`src/rtl/clk_div_prog_if.sv`:
```
// clk_div_prog_if -- control/status bundle for the programmable clock divider.
//
// Signals:
//   en      count enable (low freezes the divider)
//   div_i   requested divisor, W bits
//   load_i  one-cycle strobe capturing div_i
//   clk_o   divided clock
//   tick_o  one-cycle pulse at each period wrap
//   upd_o   one-cycle pulse when a pending divisor becomes active
//   err_o   one-cycle pulse when a load is rejected (div_i < 2)
//   div_o   currently active divisor
//
// Modports:
//   master  the controller side (drives en/div_i/load_i)
//   slave   the divider side (drives the outputs)
//
// W must match the W of the clk_div_prog instance it connects to.

interface clk_div_prog_if #(
  parameter int unsigned W = 8
) ();

  logic         en;
  logic [W-1:0] div_i;
  logic         load_i;
  logic         clk_o;
  logic         tick_o;
  logic         upd_o;
  logic         err_o;
  logic [W-1:0] div_o;

  modport master (
    output en,
    output div_i,
    output load_i,
    input  clk_o,
    input  tick_o,
    input  upd_o,
    input  err_o,
    input  div_o
  );

  modport slave (
    input  en,
    input  div_i,
    input  load_i,
    output clk_o,
    output tick_o,
    output upd_o,
    output err_o,
    output div_o
  );

endinterface

```
`src/rtl/clk_div_prog.sv`:
```
// clk_div_prog -- runtime-programmable integer clock divider.
//
// Produces a registered divided clock (period N clk cycles, low phase first) and a
// one-cycle tick at every period wrap. A new divisor is loaded with a strobe, held
// pending, and becomes active only at the next wrap so the output never glitches.
//
// Parameters:
//   W        divisor/counter width; legal divisors 2 .. 2^W-1
//   DEF_DIV  active divisor after reset (2 .. 2^W-1)
//
// Ports:
//   clk      source clock (rising edge, plus falling edge for the optional stage)
//   rstn     synchronous active-low reset
//   bus      clk_div_prog_if.slave: en, div_i, load_i in; clk_o, tick_o, upd_o,
//            err_o, div_o out
//
// Build option:
//   CLKDIV_ODD_DUTY50_EN  when defined, a falling-edge flop stretches the high phase
//                         by half a clk cycle for odd N, giving exact 50 % duty.
//                         Even N is unaffected. Undefined: pure rising-edge design,
//                         odd N has duty floor(N/2)/N.

module clk_div_prog #(
  parameter int unsigned W       = 8,
  parameter int unsigned DEF_DIV = 4
) (
  input logic          clk,
  input logic          rstn,
  clk_div_prog_if.slave bus
);

  localparam logic [W-1:0] DefDiv = W'(DEF_DIV);
  localparam logic [W-1:0] One    = W'(1);
  localparam logic [W-1:0] MinDiv = W'(2);

  logic [W-1:0] cnt_q, cnt_d;
  logic [W-1:0] div_q, div_d;
  logic [W-1:0] pend_q, pend_d;
  logic         pend_v_q, pend_v_d;
  logic         clk_q, clk_d;
  logic         tick_q, tick_d;
  logic         upd_q, upd_d;
  logic         err_q, err_d;

  logic         wrap;
  logic         load_ok;
  logic         load_bad;
  logic         apply;
  logic [W:0]   low_len;

  always_comb begin
    // >= rather than == so a corrupted counter still recovers at the next edge.
    wrap     = bus.en && (cnt_q >= (div_q - One));
    load_ok  = bus.load_i && (bus.div_i >= MinDiv);
    load_bad = bus.load_i && (bus.div_i < MinDiv);
    // A valid load on the wrap edge replaces the pending value instead of applying it.
    apply    = wrap && pend_v_q && !load_ok;
    // Low phase is ceil(N/2); one extra bit so N = 2^W-1 does not overflow.
    low_len  = ({1'b0, div_q} + (W+1)'(1)) >> 1;

    cnt_d    = cnt_q;
    clk_d    = clk_q;
    div_d    = div_q;
    pend_d   = pend_q;
    pend_v_d = pend_v_q;
    tick_d   = wrap;
    upd_d    = apply;
    err_d    = load_bad;

    if (bus.en) begin
      cnt_d = wrap ? '0 : cnt_q + One;
      // After a wrap cnt_d is 0 and low_len >= 1, so the period always opens low.
      clk_d = ({1'b0, cnt_d} >= low_len);
    end

    if (apply) begin
      div_d    = pend_q;
      pend_v_d = 1'b0;
    end

    if (load_ok) begin
      pend_d   = bus.div_i;
      pend_v_d = 1'b1;
    end
  end

  always_ff @(posedge clk) begin
    if (!rstn) begin
      cnt_q    <= '0;
      div_q    <= DefDiv;
      pend_q   <= '0;
      pend_v_q <= 1'b0;
      clk_q    <= 1'b0;
      tick_q   <= 1'b0;
      upd_q    <= 1'b0;
      err_q    <= 1'b0;
    end else begin
      cnt_q    <= cnt_d;
      div_q    <= div_d;
      pend_q   <= pend_d;
      pend_v_q <= pend_v_d;
      clk_q    <= clk_d;
      tick_q   <= tick_d;
      upd_q    <= upd_d;
      err_q    <= err_d;
    end
  end

`ifdef CLKDIV_ODD_DUTY50_EN
  // Half-cycle extension: follows clk_q on the falling edge for odd N only, so the
  // OR keeps clk_o high for an extra half clk cycle after clk_q drops.
  logic q_n;

  always_ff @(negedge clk) begin
    if (!rstn) begin
      q_n <= 1'b0;
    end else begin
      q_n <= clk_q & div_q[0];
    end
  end

  assign bus.clk_o = clk_q | q_n;
`else
  assign bus.clk_o = clk_q;
`endif

  assign bus.tick_o = tick_q;
  assign bus.upd_o  = upd_q;
  assign bus.err_o  = err_q;
  assign bus.div_o  = div_q;

endmodule

```
`src/flat_wrapper.sv`:
```
// flat-port wrapper written by rule: the top's interface ports become plain ports
module clk_div_prog_flat 
#(
  parameter int unsigned W       = 8,
  parameter int unsigned DEF_DIV = 4
)
  (clk, rstn, bus_en, bus_div_i, bus_load_i, bus_clk_o, bus_tick_o, bus_upd_o, bus_err_o, bus_div_o);
  clk_div_prog_if #(.W(W)) bus_i ();
  input logic clk;
  input logic rstn;
  input wire logic [$bits(bus_i.en)-1:0] bus_en;
  input wire logic [$bits(bus_i.div_i)-1:0] bus_div_i;
  input wire logic [$bits(bus_i.load_i)-1:0] bus_load_i;
  output wire logic [$bits(bus_i.clk_o)-1:0] bus_clk_o;
  output wire logic [$bits(bus_i.tick_o)-1:0] bus_tick_o;
  output wire logic [$bits(bus_i.upd_o)-1:0] bus_upd_o;
  output wire logic [$bits(bus_i.err_o)-1:0] bus_err_o;
  output wire logic [$bits(bus_i.div_o)-1:0] bus_div_o;
  assign bus_i.en = bus_en;
  assign bus_i.div_i = bus_div_i;
  assign bus_i.load_i = bus_load_i;
  assign bus_clk_o = bus_i.clk_o;
  assign bus_tick_o = bus_i.tick_o;
  assign bus_upd_o = bus_i.upd_o;
  assign bus_err_o = bus_i.err_o;
  assign bus_div_o = bus_i.div_o;
  clk_div_prog #(.W(W), .DEF_DIV(DEF_DIV)) u_core (.clk(clk), .rstn(rstn), .bus(bus_i));
endmodule
```
`config.mk`:
```
export PLATFORM = sky130hd
export DESIGN_NAME = clk_div_prog_flat
export DESIGN_NICKNAME = d
export VERILOG_FILES = /design/src/rtl/clk_div_prog_if.sv /design/src/rtl/clk_div_prog.sv /design/src/flat_wrapper.sv
export SDC_FILE = /design/constraint.sdc
export NUM_CORES = 1
export LEC_CHECK = 0
export CORE_UTILIZATION = 40
export DETAILED_ROUTE_END_ITERATION = 6
export GPL_TIMING_DRIVEN = 0
export SETUP_SLACK_MARGIN = 0.3
export SLEW_MARGIN = 5
export SYNTH_ARGS = -nofsm -noshare
export SYNTH_HDL_FRONTEND = slang
export SYNTH_SLANG_ARGS = --single-unit
```
`constraint.sdc`:
```
create_clock -name clk -period 7.9 [get_ports clk]
set_clock_uncertainty 0.1 [all_clocks]
set_input_delay 1.58 -clock clk [delete_from_list [all_inputs] [get_ports clk]]
set_output_delay 1.58 -clock clk [all_outputs]
set_load 0.01 [all_outputs]
```
# Word level (Yosys, flattened, before mapping)
# Cells that the tools add are included.
# word_totals
ff_bits,29
inputBits,12
output_inout_bits,12
word_cells,25
# op_classes
add_sub_neg,3
order_cmp,4
muxes,3
n_reduce_logical,7
# ops
operator,n
8-bit greater-or-equal comparator,2
8-bit by 1-bit adder with 9-bit output (second input constant),1
8-bit by 1-bit adder with 8-bit output (second input constant),1
8-bit by 2-bit greater-or-equal comparator with 1-bit output (second input constant),1
8-bit by 2-bit < comparator with 1-bit output (second input constant),1
8-bit 2-to-1 mux,1
8-bit by 1-bit subtractor with 8-bit output (second input constant),1
1-bit logical AND,5
1-bit 2-to-1 mux,2
2-bit nonzero test,1
1-bit zero test,1

# Depth between registers and ports, before layout
# depth
depth_word,7
ltp_mapped,15
mapped_depth_nobuf,15

# Worst setup path before layout
# Ideal clock, no wire load.
# synth_timing
path_kind,in2reg
start,input port bus_en
end,register u_core.clk_q (netlist: u_core.bus.clk_o)
setup_time_ps,118
arrival_time_ps,3583
required_ps,7682
path_slack_ps,4099
path_stages,11
n_path_buf,1
cell_sequence,clkbuf_1 -> nand3_1 -> nor2_1 -> nand2_1 -> nand2_1 -> nor2_1 -> ha_1 -> a21o_1 -> a2111oi_0 -> o21ai_0 -> o2111a_1
# synth_between
elab_chain_len,3
# synth_rtl
element,line,rtl
from (decl),flat_wrapper.sv:11,input wire logic [$bits(bus_i.en)-1:0] bus_en;
1-bit logical AND,clk_div_prog.sv:53,wrap = bus.en && (cnt_q >= (div_q - One));
8-bit 2-to-1 mux,clk_div_prog.sv:71,cnt_d = wrap ? '0 : cnt_q + One;
8-bit greater-or-equal comparator,clk_div_prog.sv:73,"clk_d = ({1'b0, cnt_d} >= low_len);"
to (signal assigned),clk_div_prog.sv:102,clk_q <= clk_d;
to (decl),clk_div_prog.sv:40,"logic clk_q, clk_d;"
# Parallel ways exist; a longest one is shown, timed or not.
# A chain may end at the register's enable or synchronous reset.

# Worst setup path in the final report
# Same ends and word-level chain as after synthesis.

==> out/results.tsv <==
metric	value	unit
min_path_cells	2	
vias	1620	
synth.avg_cell_area	8.35	µm²
grt_pass1_vias	1611	
post_cts_buffers	0	
ys_seq_area_frac	0.305	
syn_inst	228	
finalNonFillerCells	309	
yosysTopAreaCell	dfxtp_1	
crit_arrival	4.06	ns
end_kind	flip-flop	
hpwl	3300	µm
ctsHoldBuffers	0	
nets	287	
path_cells	clkbuf_1, nand3_1, nor2_1, nand2_1, nand2_1, nor2_1, ha_1, a21o_1, a2111oi_0, o21ai_0, o2111a_1	
layout_worst_path_cycle_share	0.505	
synthArstFlopShare	0	
cts_resized	0	
die_x	71.0	µm
place_congestion	0.819	
grt_max_degree	11	
synth_top_cell_area_share	0.305	
final_cell_mix	42 x nand2_1, 29 x dfxtp_1, 21 x clkdlybuf4s50_1	
rows	24	
hold_class	flip-flop to flip-flop	
outcome	completed	
reg2regPathDepth	14	
syn_area	0.00190	mm²
grt_pass1_wl	7450	µm
clock_latency	0.28	ns
io_pins	24	
cts-root-buf	clkbuf_8	
numPlacedInstances	301	
antenna_found_initial	0	
worst_slew_pin_slew	0.631	ns
num_antenna_cells	0	
ys_seq_elements	29	
slew_headroom	0.579	
drt_first_pass_iters	4	
crit_type	primary input to flip-flop	
drv_slew	0	
grt_overflow	0	
drt_wl_total	4300	µm
die_height	71.0	µm
setup_viol	0	
syn_to_final_growth	19.5	%
crit_fanout	10	
drive_gt1_frac	0.0584	
leakage	0.862	nW
rsz0062_at_grt	no	
cts_tree	built	
synth-edff-count	0	
fin_crit	3.99	ns
power	0.320	mW
fmax	0.250	GHz
synth_warnings	0	
core_area	0.00447	mm²
avgRoutedWirePerCell	13.9	µm
drc	0	
critical_path_cell_count	11	
clock-sinks	29	
fp.dieArea	0.00504	mm²
crit_buf_inv	1	
drt_iter0_drc	53	
hold_viol_final	0	
maxCapViolations	0	
place.port_buffers	21	
syn-num-nets	259	
clock_path_buffers	2	
tns	0	ns
clk_pin_slew_worst_paths	0.07	ns
track_usage	0.189	
cp_slowest_stage_delay	0.37	ns
yosys-top-cells-area	dfxtp_1 31%, ha_1 12%, nand2_1 8.3%	
required	7.97	ns
ir_drop	0.0000968	V
crit_family	simple AND/OR/NAND/NOR gates	
place_area	0.00218	mm²
viasPerCell	5.24	
pwr_density_cell	141	mW/mm²
design_area	0.00227	mm²
yosysUniqueCellTypes	41	
ant_nets	0	
numCtsBuffers	5	
start_kind	primary input	
synth_top_flop_cell	dfxtp_1	
initial_core_util	0.425	
slowest_stage	a2111oi_0	
final_common_cell	nand2_1	
ctsHtreeMaxLevel	2	
## layout make-up
type | instances | area, µm²
tap | 52 | 65.1
clock buffer | 6 | 82.6
sequential | 29 | 581
buffer | 13 | 50.0
multi-input combinational | 181 | 1250
timing repair buffer | 21 | 210
inverter | 5 | 18.8
fill | 439 | 2200
clock inverter | 2 | 13.8
## sequential cells by signal, summed over array words and instances, names as in the netlist
register / flops
u_core.bus.clk_o: 1
u_core.bus.div_o: 8
u_core.bus.err_o: 1
u_core.bus.tick_o: 1
u_core.bus.upd_o: 1
u_core.cnt_q: 8
u_core.pend_q: 8
u_core.pend_v_q: 1
## per-layer routing
metal	track usage	wire length, µm	vias up
met4	0.0444	28	0
li1	-	-	862
met3	0.0413	132	4
met1	0.235	2140	726
met2	0.332	2000	28
met5	0	0	-
## Yosys cell counts (all sizes together) (4+ instances only)
| cell | number |
|---|---|
| nand2 | 42 |
| dfxtp | 29 |
| ha | 19 |
| nand3 | 14 |
| clkbuf | 12 |
| nor2 | 12 |
| xor2 | 10 |
| a21boi | 9 |
| mux2i | 9 |
| xnor2 | 8 |
| o211ai | 6 |
| inv | 5 |
| a21oi | 4 |
| and3 | 4 |
| nand4 | 4 |
| nor2b | 4 |
## path summary, 6_finish.rpt
check                                                        end                        startpoint  slack, ns
worst max-delay path               u_core.bus.clk_o$_SDFFE_PN0P_                            bus_en       3.91
worst max register to register     u_core.bus.clk_o$_SDFFE_PN0P_  u_core.bus.div_o[2]$_SDFFE_PN1P_       3.92
worst min register to register  u_core.bus.div_o[1]$_SDFFE_PN0P_     u_core.pend_q[1]$_SDFFE_PN0P_       0.36
worst min-delay path            u_core.bus.div_o[1]$_SDFFE_PN0P_     u_core.pend_q[1]$_SDFFE_PN0P_       0.36
## worst min-delay path, cell delays in order (launching register included)
cell and delay, ns:
dfxtp_1 0.31, nand2_1 0.05, mux2i_1 0.05
## cells by family (layout without fill, tap and decap cells)
| kind of cell | count (synthesis) | after routing | share of synthesized area |
|---|---|---|---|
| XOR/XNOR | 18 | 18 | 0.0828 |
| AO/OA/AOI/OAI | 35 | 35 | 0.143 |
| adder cells (fa/ha/maj) | 19 | 19 | 0.125 |
| buffers and inverters | 18 | 47 | 0.0362 |
| flip-flops | 29 | 29 | 0.305 |
| multiplexers | 9 | 9 | 0.0473 |
| AND/OR/NAND/NOR | 100 | 100 | 0.261 |
## through the flow
stage                     setup WS (ns)   util  hold slack, ns
after floorplan                    4.10      -           0.338
after global placement             3.60  0.487           0.346
after detailed placement           3.63  0.487           0.354
after CTS                          3.92  0.508           0.360
after global routing               3.36  0.508           0.376
final                              3.91  0.508           0.364
## power breakdown
part / leakage, nW / total, mW / switching (mW) / internal (mW)
Combinational: 0.575 / 0.0345 / 0.0192 / 0.0153
Sequential: 0.236 / 0.153 / 0.00249 / 0.150
Clock: 0.0512 / 0.133 / 0.0624 / 0.0705
Total: 0.862 / 0.320 / 0.0841 / 0.236
Note: power is estimated with default switching activity, not from simulation.
